$ cat src/rtl/multicycle_controller.sv
// Multi-cycle RISC-V sequencing FSM: steps one instruction through fetch, decode,
// execute, memory and write-back, with a memory-wait timeout and a retire counter.
module multicycle_controller #(
  parameter int unsigned TIMEOUT_CYCLES = 255
) (
  input  logic        clock,
  input  logic        reset,
  input  logic [6:0]  opcode,
  input  logic        zero,
  input  logic        memReady,
  output logic        PCWrite,
  output logic        IRWrite,
  output logic        regWrite,
  output logic        memoryRead,
  output logic        memoryWrite,
  output logic        memoryToRegister,
  output logic        ALUSrcA,
  output logic [1:0]  ALUSrcB,
  output logic [1:0]  ALUOp,
  output logic        PCSource,
  output logic        halted,
  output logic        timeout,
  output logic [3:0]  state,
  output logic [31:0] retired
);

  localparam logic [3:0] ST_FETCH     = 4'd0;
  localparam logic [3:0] ST_DECODE    = 4'd1;
  localparam logic [3:0] ST_MEM_ADDR  = 4'd2;
  localparam logic [3:0] ST_MEM_READ  = 4'd3;
  localparam logic [3:0] ST_MEM_WB    = 4'd4;
  localparam logic [3:0] ST_MEM_WRITE = 4'd5;
  localparam logic [3:0] ST_EXEC_R    = 4'd6;
  localparam logic [3:0] ST_EXEC_I    = 4'd7;
  localparam logic [3:0] ST_ALU_WB    = 4'd8;
  localparam logic [3:0] ST_BRANCH    = 4'd9;
  localparam logic [3:0] ST_HALT      = 4'd15;

  localparam logic [6:0] OP_R      = 7'b0110011;
  localparam logic [6:0] OP_I      = 7'b0010011;
  localparam logic [6:0] OP_LOAD   = 7'b0000011;
  localparam logic [6:0] OP_STORE  = 7'b0100011;
  localparam logic [6:0] OP_BRANCH = 7'b1100011;

  localparam logic [8:0] TIMEOUT_LIMIT = 9'(TIMEOUT_CYCLES);

  logic [3:0]  state_q;
  logic [3:0]  state_d;
  logic [7:0]  wait_cnt_q;
  logic [31:0] retired_q;
  logic        timeout_q;
  logic        wait_state;
  logic        wait_expire;
  logic        retire_evt;
  logic        timeout_evt;

  // Memory handshake: a request (memoryRead/memoryWrite) stays asserted while the FSM
  // sits in a wait state; the transfer completes in the cycle memReady is 1, and
  // memReady is ignored in every other state.
  assign wait_state  = (state_q == ST_FETCH) || (state_q == ST_MEM_READ) ||
                       (state_q == ST_MEM_WRITE);
  assign wait_expire = wait_state && !memReady &&
                       (({1'b0, wait_cnt_q} + 9'd1) == TIMEOUT_LIMIT);

  always_comb begin
    state_d     = state_q;
    retire_evt  = 1'b0;
    timeout_evt = 1'b0;
    case (state_q)
      ST_FETCH: begin
        if (memReady) begin
          state_d = ST_DECODE;
        end else if (wait_expire) begin
          state_d     = ST_HALT;
          timeout_evt = 1'b1;
        end
      end
      ST_DECODE: begin
        case (opcode)
          OP_R:               state_d = ST_EXEC_R;
          OP_I:               state_d = ST_EXEC_I;
          OP_LOAD, OP_STORE:  state_d = ST_MEM_ADDR;
          OP_BRANCH:          state_d = ST_BRANCH;
          default:            state_d = ST_HALT;
        endcase
      end
      ST_MEM_ADDR: begin
        if (opcode == OP_LOAD) begin
          state_d = ST_MEM_READ;
        end else if (opcode == OP_STORE) begin
          state_d = ST_MEM_WRITE;
        end else begin
          state_d = ST_HALT;
        end
      end
      ST_MEM_READ: begin
        if (memReady) begin
          state_d = ST_MEM_WB;
        end else if (wait_expire) begin
          state_d     = ST_HALT;
          timeout_evt = 1'b1;
        end
      end
      ST_MEM_WB: begin
        state_d    = ST_FETCH;
        retire_evt = 1'b1;
      end
      ST_MEM_WRITE: begin
        if (memReady) begin
          state_d    = ST_FETCH;
          retire_evt = 1'b1;
        end else if (wait_expire) begin
          state_d     = ST_HALT;
          timeout_evt = 1'b1;
        end
      end
      ST_EXEC_R, ST_EXEC_I: state_d = ST_ALU_WB;
      ST_ALU_WB, ST_BRANCH: begin
        state_d    = ST_FETCH;
        retire_evt = 1'b1;
      end
      ST_HALT: state_d = ST_HALT;
      // Unused encodings are treated as a fault and park the machine.
      default: state_d = ST_HALT;
    endcase
  end

  always_ff @(posedge clock or negedge reset) begin
    if (!reset) begin
      state_q    <= ST_FETCH;
      wait_cnt_q <= 8'd0;
      retired_q  <= 32'd0;
      timeout_q  <= 1'b0;
    end else begin
      state_q <= state_d;
      // Counter restarts whenever a state is entered, so each wait state gets a full budget.
      if (state_d != state_q) begin
        wait_cnt_q <= 8'd0;
      end else if (wait_state && !memReady) begin
        wait_cnt_q <= wait_cnt_q + 8'd1;
      end
      if (retire_evt) begin
        retired_q <= retired_q + 32'd1;
      end
      if (timeout_evt) begin
        timeout_q <= 1'b1;
      end
    end
  end

  always_comb begin
    PCWrite          = 1'b0;
    IRWrite          = 1'b0;
    regWrite         = 1'b0;
    memoryRead       = 1'b0;
    memoryWrite      = 1'b0;
    memoryToRegister = 1'b0;
    ALUSrcA          = 1'b0;
    ALUSrcB          = 2'b00;
    ALUOp            = 2'b00;
    PCSource         = 1'b0;
    halted           = 1'b0;
    // Every control output is held low while reset is asserted, FETCH included.
    if (reset) begin
      case (state_q)
        ST_FETCH: begin
          memoryRead = 1'b1;
          ALUSrcB    = 2'b01;
          IRWrite    = memReady;
          PCWrite    = memReady;
        end
        ST_DECODE: begin
          ALUSrcB = 2'b10;
        end
        ST_MEM_ADDR: begin
          ALUSrcA = 1'b1;
          ALUSrcB = 2'b10;
        end
        ST_MEM_READ: begin
          memoryRead = 1'b1;
        end
        ST_MEM_WB: begin
          regWrite         = 1'b1;
          memoryToRegister = 1'b1;
        end
        ST_MEM_WRITE: begin
          memoryWrite = 1'b1;
        end
        ST_EXEC_R: begin
          ALUSrcA = 1'b1;
          ALUOp   = 2'b10;
        end
        ST_EXEC_I: begin
          ALUSrcA = 1'b1;
          ALUSrcB = 2'b10;
          ALUOp   = 2'b10;
        end
        ST_ALU_WB: begin
          regWrite = 1'b1;
        end
        ST_BRANCH: begin
          ALUSrcA  = 1'b1;
          ALUOp    = 2'b01;
          PCSource = 1'b1;
          PCWrite  = zero;
        end
        ST_HALT: begin
          halted = 1'b1;
        end
        default: begin
        end
      endcase
    end
  end

  assign state   = state_q;
  assign retired = retired_q;
  assign timeout = timeout_q;

  a_no_dual_write: assert property (@(posedge clock) disable iff (!reset)
    !(regWrite && memoryWrite));
  a_halt_absorbs: assert property (@(posedge clock) disable iff (!reset)
    (state_q == ST_HALT) |=> (state_q == ST_HALT));

endmodule

$ cat config.mk
export PLATFORM = sky130hd
export DESIGN_NAME = multicycle_controller
export DESIGN_NICKNAME = d
export VERILOG_FILES = /design/src/rtl/multicycle_controller.sv
export SDC_FILE = /design/constraint.sdc
export NUM_CORES = 1
export LEC_CHECK = 0
export ABC_AREA = 0
export CORE_ASPECT_RATIO = 0.7
export CORE_MARGIN = 3
export CORE_UTILIZATION = 50
export DETAILED_ROUTE_END_ITERATION = 10
export HOLD_SLACK_MARGIN = 0.06
export MAX_ROUTING_LAYER = met4
export PLACE_DENSITY_LB_ADDON = 0.2
export SETUP_SLACK_MARGIN = 0.1
export SLEW_MARGIN = 20
export SYNTH_ARGS = -nofsm -noshare
export SYNTH_HDL_FRONTEND = slang
export SYNTH_SLANG_ARGS = --single-unit
$ cat constraint.sdc
create_clock -name clock -period 2.4 [get_ports clock]
set_clock_uncertainty 0.05 [all_clocks]
set_input_delay 0.24 -clock clock [delete_from_list [all_inputs] [get_ports clock]]
set_output_delay 0.24 -clock clock [all_outputs]
set_load 0.005 [all_outputs]
==> results.txt, run 1 <==
- For flop-to-flop paths, the worst setup slack is ~150 ps.
- Most area-hungry cell type in the Yosys netlist: sky130_fd_sc_hd__dfrtp_1
* Number of buffers and inverters on the critical path: 2
* Number of pins with negative max-slew slack in the final report: 0
* Number of ports placed on the die boundary: 61
- In this run the static leakage power is ~1.5 nW.
- Category of the most critical setup path: reg -> out
- Worst reg2reg endpoint: state[2]
* Per-cell via count in the routed design: between 5 and 6
- Global routing consumed, on the met2 layer, 35.2% of the routing resources.
- The synthesized design contains 45 register bits.
* Critical path cell sequence: nor2_2 > inv_1 > nor3_1 > a21o_1 > clkdlybuf4s50_1
- Post-synthesis instance area: around 2600 µm²
* Number of global-route vias before repair: 2,292
* Remaining antenna violation count: 0
- Required time of the critical path: around 2100 ps
* Placed Cells: 412
* Clock tree sinks: 45
- Worst-path fanout max: 10
- Summing the areas of all compound-gate instances in the mapped netlist gives 10.0% of the synthesized area.
- Number of buffers on the longest clock path: 2
* Floorplan die area: ~6000 µm²
- Sequential cells were found to cover a little over two fifths of the synthesized design area.
- Total number of yosys warnings: 0
- Dominant combinational cell family by area after synthesis: simple AND/OR/NAND/NOR gates
- The synthesized design contains 0 enable-type register cells.
* Final min period: 2280 ps
- Routed length per instance: 15.6 µm
- CTS built an H-tree with a depth of 2.
- Total GRT Usage: 23.1%
- Adding up every negative setup slack in the final design gives 0 ps.
- Clock-pin slew was measured on the worst setup and hold paths at 80 ps.
* Area inside the core boundary: about 4900 µm²
- Counting every net in the synthesized netlist gives between 200 and 300.
* Post-synthesis simple-gate area fraction: 26.9%
- For the worst flop-to-flop path, the logic depth is 6.
- Average cell area after synthesis: between 9 and 10 µm²
- Final Hold Violating Endpoints: 0
- Primary FF master, synth: sky130_fd_sc_hd__dfrtp_1
- Global-route wire length before repair: around 11 mm
- The most critical setup path has its startpoint at state[2].
- Yosys attributes the largest share of cell area to sky130_fd_sc_hd__dfrtp_1 43%, sky130_fd_sc_hd__xnor2_1 7.0%, sky130_fd_sc_hd__xor2_1 6.7%, sky130_fd_sc_hd__nor3_1 4.0%, sky130_fd_sc_hd__nor2_1 3.7%.
- The initial antenna violation count came to 0.
- The final layout contains ~370 nets.
- For this block, the routed nets add up to 6.62 mm of wire.
* Maximum capacitance violations: 0
* Source-to-sink clock delay at the later pin of the worst-skew pair: roughly 290 ps
- For this run, the top clock speed supported by timing is about 440 MHz.
* Run status: finished clean
- In the layout the commonest cells are 59 x sky130_fd_sc_hd__clkdlybuf4s50_1, 42 x sky130_fd_sc_hd__dfrtp_1, 25 x sky130_fd_sc_hd__nor2_1.
- STA classifies the critical path endpoint as an output pin.
- Max incr delay on CP: 490 ps
* Relative slew margins: ~64%
- Leaving out fill and tap cells, the most frequent cell in the layout is sky130_fd_sc_hd__clkdlybuf4s50_1.
* RSZ-0062 raised after global routing: yes
- For met3 alone, demand over resource in global routing was ~5.0%.
- Number of buffers created by CTS: 5
- Routability-driven placement finished with a final weighted congestion of approximately 0.86.
- Proportion of layout cells with a drive suffix above 1: ~13%
- In the synthesized netlist, mux cells make up 1.24% of the area.
* Placement row count: 21
- CTS tree: yes
* DRT iter0 DRCs: ~200
* DR pass1 iterations: 4
- On the critical path the largest part of the delay comes from buffers and inverters.
- Xor and xnor fraction of the mapped netlist area: a little over an eighth
- Largest net degree at the start of global routing: 44
- CTS placed an instance of sky130_fd_sc_hd__clkbuf_8 at the clock tree root.
* Share of synthesized flip-flops with an asynchronous set or reset: 100%
- Global routing finished with a remaining overflow of 0.
- Instance count of the mapped netlist: ~280
* Top cell type's share of synthesized area: a little over two fifths
- Detailed-placement wirelength estimate: slightly below 5 mm
* Remaining routing DRC violations: 0
- Actual transition at the worst max-transition pin: 533 ps
* Launch point of the worst reg-to-reg path: wait_cnt_q[0]
- Adder and majority gate portion of the synthesized area: 1.43%
- Number of setup violations in the final report: 0
* Nature of the critical path startpoint: register
- VDD sags by at most ~0.38 mV.
- Dividing total power by cell area gives a power density of around 380 nW/µm².
- CP max stage cell: sky130_fd_sc_hd__dfrtp_2
* Worst Path Arrival: between 1500 and 2000 ps
- Hold Path Class: in -> async
* Initial Util: a little over half
- Across all layers, the routed design uses between 2k and 2.5k vias.
- Global routing used 32.0% of the available met1 tracks.
* Post-synth cell types: 47
- Measured along the x axis, the die boundary spans slightly above 90 µm.
* Y dimension of the die: between 60 and 70 µm
- During placement, the flow inserted port buffers numbering 60.
- Non-filler cells, final: 424
* Most Crowded Layer GR: met2
- Ant diodes: 0
- Share of the cycle needed by the critical path after routing: around 95%
* Area growth from synthesis to layout: 35.6%
## power by group
part           internal (mW)  leakage (nW)  switching [mW]
clock network          0.303        0.0540           0.248
registers              0.757         0.595               0
logic                 0.0224         0.858          0.0272
total                   1.08          1.51           0.275
## cell usage after synthesis, drive strengths merged (2+ instances only)
| cell | number |
|---|---|
| nand2b | 4 |
| or3 | 4 |
| a2111o | 2 |
| xor2 | 20 |
| buf | 7 |
| o21ai | 2 |
| a21boi | 2 |
| xnor2 | 21 |
| nor2 | 26 |
| dfrtp | 45 |
| a22oi | 2 |
| a21oi | 5 |
| nand3 | 16 |
| ha | 3 |
| a311oi | 3 |
| nor4 | 7 |
| o2111ai | 4 |
| nor3 | 21 |
| inv | 10 |
| nor2b | 4 |
| nand2 | 20 |
| nand4 | 13 |
| and3 | 5 |
| clkbuf | 5 |
| nand4bb | 2 |
| and4 | 3 |
| mux2 | 2 |
| and2 | 3 |
## how the worst max path moves through the flow
stage / to / slack (ps) / cells past startpoint
floorplan: state[2] / 280 / 6
global placement: retired[24] / 150 / 6
detailed placement: wait_cnt_q[4] / 50 / 6
CTS: state[2] / 90 / 6
global route: ALUSrcA / 60 / 4
finish: PCWrite / 120 / 5
## flip-flops by register name, indices dropped and copies added, names as in the netlist
register / count
state: 4
timeout: 1
retired: 32
wait_cnt_q: 8
## metrics by stage
stage	total power, mW	cell area [µm²]	hold WS [ps]	util (%)	setup WS [ps]
after global routing	1.41	3560	280	72.4	56.7
final	1.36	3560	263	72.4	122
after CTS	1.37	3520	265	71.6	88.2
after global placement	0.821	3390	38.6	68.9	145
after floorplan	0.780	2620	-106	-	284
after detailed placement	0.822	3390	38.4	68.9	48.3
## routing by layer
layer	up-vias	wire length [µm]	share of wire (%)
met5	-	0	0
met4	0	24	0.36
met3	5	423	6.4
met2	98	2960	45
met1	1147	3210	48
li1	1155	-	-
## cells by family after synthesis
| group | Yosys count |
|---|---|
| AO/OA/AOI/OAI | 32 |
| XOR/XNOR | 41 |
| adder cells (fa/ha/maj) | 3 |
| buffers and inverters | 22 |
| flip-flops | 45 |
| multiplexers | 3 |
| AND/OR/NAND/NOR | 130 |
## area by class of cell
cell class,instances,area [µm²]
Clock buffer,5,68.8
Clock inverter,2,35.0
Fill cell,356,1360
Inverter,10,37.5
Multi-Input combinational cell,209,1420
Sequential cell,45,1130
Tap cell,69,86.3
Timing Repair Buffer,84,782
## timing repair
action                                 CTS  global route
hold buffers                             1             0
pin swaps                                0             1
endpoints found under the hold margin    2             0
setup endpoints to repair               11            13
setup buffers                            0             4
gates resized for setup                  3             5
No activity file was read; power rests on OpenSTA's default activity.
==> run 2, diff against run 1 <==
--- a/config.mk
+++ b/config.mk
@@ -8,7 +8,8 @@
 export ABC_AREA = 0
 export CORE_ASPECT_RATIO = 0.7
 export CORE_MARGIN = 3
-export CORE_UTILIZATION = 50
+export CORE_UTILIZATION = 52
+export CTS_BUF_LIST = sky130_fd_sc_hd__clkbuf_8
 export DETAILED_ROUTE_END_ITERATION = 10
 export HOLD_SLACK_MARGIN = 0.06
 export MAX_ROUTING_LAYER = met4
==> results.txt, run 2 (synthesis gave the netlist of run 1 again) <==
* WL final: 7.05 mm
* Relative slew margins: between 60% and 70%
- Initial Util: a little under three fifths
* Total GRT Usage: 24.4%
* Nature of the critical path startpoint: register
- The most critical setup path has its endpoint at halted.
- The first detailed-routing pass ran for 5 iterations.
* Proportion of layout cells with a drive suffix above 1: 15.0%
* Clock tree sinks: between 40 and 50
- Hold Path Class: reg -> reg
- In this run the tool buffered the top-level ports with 60 buffer cells.
* Actual transition at the worst max-transition pin: 494 ps
- The first routing iteration left about 170 violations.
- In the routed design, unresolved DRC markers number 0.
* Area growth from synthesis to layout: 37.5%
- Required time of the critical path: ~2100 ps
- For the worst flop-to-flop path, the logic depth is 6.
* Initial antenna violation count: 0
- Power Dens Cells: ~380 nW/µm²
* Global-route wire length before repair: 11.4 mm
- Final min period: about 2200 ps
* Routability-driven placement congestion ratio: 0.926
* Fill cells: approximately 350
- Area occupied by registers: roughly 1100 µm²
- The library cell used most frequently in the layout, excluding fill and tap cells, is sky130_fd_sc_hd__clkdlybuf4s50_1.
- Maximum capacitance violations: 0
* Pre-CTS WS: between 100 and 150 ps
- Dividing the detail-routed wire length by the instance count gives around 17 µm.
- Number of nets in the layout: between 300 and 400
- Ant diodes: 0
* Clock root buffer: sky130_fd_sc_hd__clkbuf_8
- Least setup slack across all paths after layout: 151 ps
- Area used by multi-input combinational logic: 1440 µm²
- Worst Path Arrival: just under 2000 ps
- The count of nets left with antenna violations once routing finished came out at 0.
- Peak ir drop on the vdd network: between 0.2 and 0.3 mV
* Clock transition at the registers of the reported paths: 80 ps
* Placement row count: 20
* Leading cell types in the layout, fill and taps excluded: 58 x sky130_fd_sc_hd__clkdlybuf4s50_1, 41 x sky130_fd_sc_hd__dfrtp_1, 27 x sky130_fd_sc_hd__buf_4
- Number of vias after detailed routing: between 2k and 2.5k
- Final Hold Violating Endpoints: 0
- Sum of negative setup slack: 0 ps
* Per-cell via count in the routed design: ~5.7
* Floorplan die area: 5950 µm²
* Die span in x: 90.9 µm
- Along the worst path, the maximum fanout reaches 10.
- Reg2Reg Setup Slack: approximately 220 ps
- Pleak: approximately 1.6 nW
- Measured along the y axis, the die boundary spans ~65 µm.
- RSZ-0062 raised after global routing: yes
- Tracing the worst setup path back leads to its startpoint at state[1].
* Number of buffers created by CTS: 5
- CTS tree: yes
* Share of the cycle needed by the critical path after routing: between 90% and 100%
- For this run the aggregate overflow at the end of global routing stands at 0.
* Largest net degree at the start of global routing: 42
- CTS built an H-tree with a depth of 2.
* Worst reg2reg endpoint: state[2]
- The startpoint identified for the worst register-to-register timing path is wait_cnt_q[0].
- Run status: finished clean
- Detailed-placement wirelength estimate: approximately 5.0 mm
* Area inside the core boundary: 4600 µm²
- Number of pins with negative max-slew slack in the final report: 0
* Number of setup violations in the final report: 0
- Timing-limited maximum frequency: between 400 and 500 MHz
- Category of the most critical setup path: reg -> out
* Number of buffers on the longest clock path: 2
* Nature of the critical path endpoint: output pin
- The number of global-route vias before repair came to 2,356.
- about 60 I/O pins were placed.
- Max reg flops: 32
- At the later pin of the worst-skew pair, clock insertion delay measures 300 ps.
## run 2: changes by cell type in the layout (fill, tap and decap cells not counted), sizes merged
cell,delta
inv,+1
clkdlybuf4s50,-1
dlymetal6s2s,+1
buf,+4
## run 2: metrics by stage
| step | total power, mW | cell area (µm²) | cells | util (%) | hold WS [ps] |
|---|---|---|---|---|---|
| final | 1.38 | 3610 | 426 | 78.4 | 431 |
| after global routing | 1.42 | 3610 | 426 | 78.4 | 446 |
| after CTS | 1.39 | 3540 | 422 | 76.9 | 431 |
| after detailed placement | 0.825 | 3390 | 410 | 73.6 | 232 |
| after global placement | 0.824 | 3390 | 410 | 73.6 | 227 |
| after floorplan | 0.780 | 2620 | 276 | - | -106 |
## run 2: worst min path at each step
stage,startpoint,endpoint,cells past startpoint
6_report,retired[31],retired[31],1
3_5_place_dp,reset,wait_cnt_q[1],2
4_1_cts,reset,wait_cnt_q[1],3
3_3_place_gp,reset,wait_cnt_q[1],2
5_1_grt,timeout,timeout,1
2_1_floorplan,reset,retired[0],0
## run 2: area by class of cell
cell class	instances	share of cell area (%)
multi-input combinational	209	39.8
clock inverter	3	1.18
sequential	45	31.3
timing repair buffer	88	22.5
clock buffer	5	1.91
inverter	10	1.04
tap	66	2.29
## run 2: where the power goes
part | total [mW] | internal, mW | leakage (nW) | switching (mW)
Clock | 0.566 | 0.308 | 0.0595 | 0.257
Combinational | 0.0531 | 0.0242 | 0.900 | 0.0288
Sequential | 0.757 | 0.757 | 0.596 | 0
Total | 1.38 | 1.09 | 1.56 | 0.286
## run 2: worst max-delay path, stage by stage (launching register included)
cell	delay, ps
sky130_fd_sc_hd__dfrtp_2	490
sky130_fd_sc_hd__buf_4	220
sky130_fd_sc_hd__and2_1	230
sky130_fd_sc_hd__nand2_1	80
sky130_fd_sc_hd__nor2_1	120
sky130_fd_sc_hd__clkdlybuf4s50_1	530
## run 2: layer usage
metal  global-route usage, %  wire length (µm)  up-vias
met5                       -                 0        -
met4                    6.39                87        0
met1                    34.8              3330     1155
met2                    35.9              3070      123
li1                        -                 -     1156
met3                    4.81               562       14
## run 2: repair_timing
item / 4_1_cts / 5_1_grt
endpoints found under the hold margin: 4 / 0
pin swaps: 0 / 1
setup endpoints to repair: 13 / 17
resized for setup: 5 / 9
setup buffers: 3 / 4
hold buffers: 1 / 0
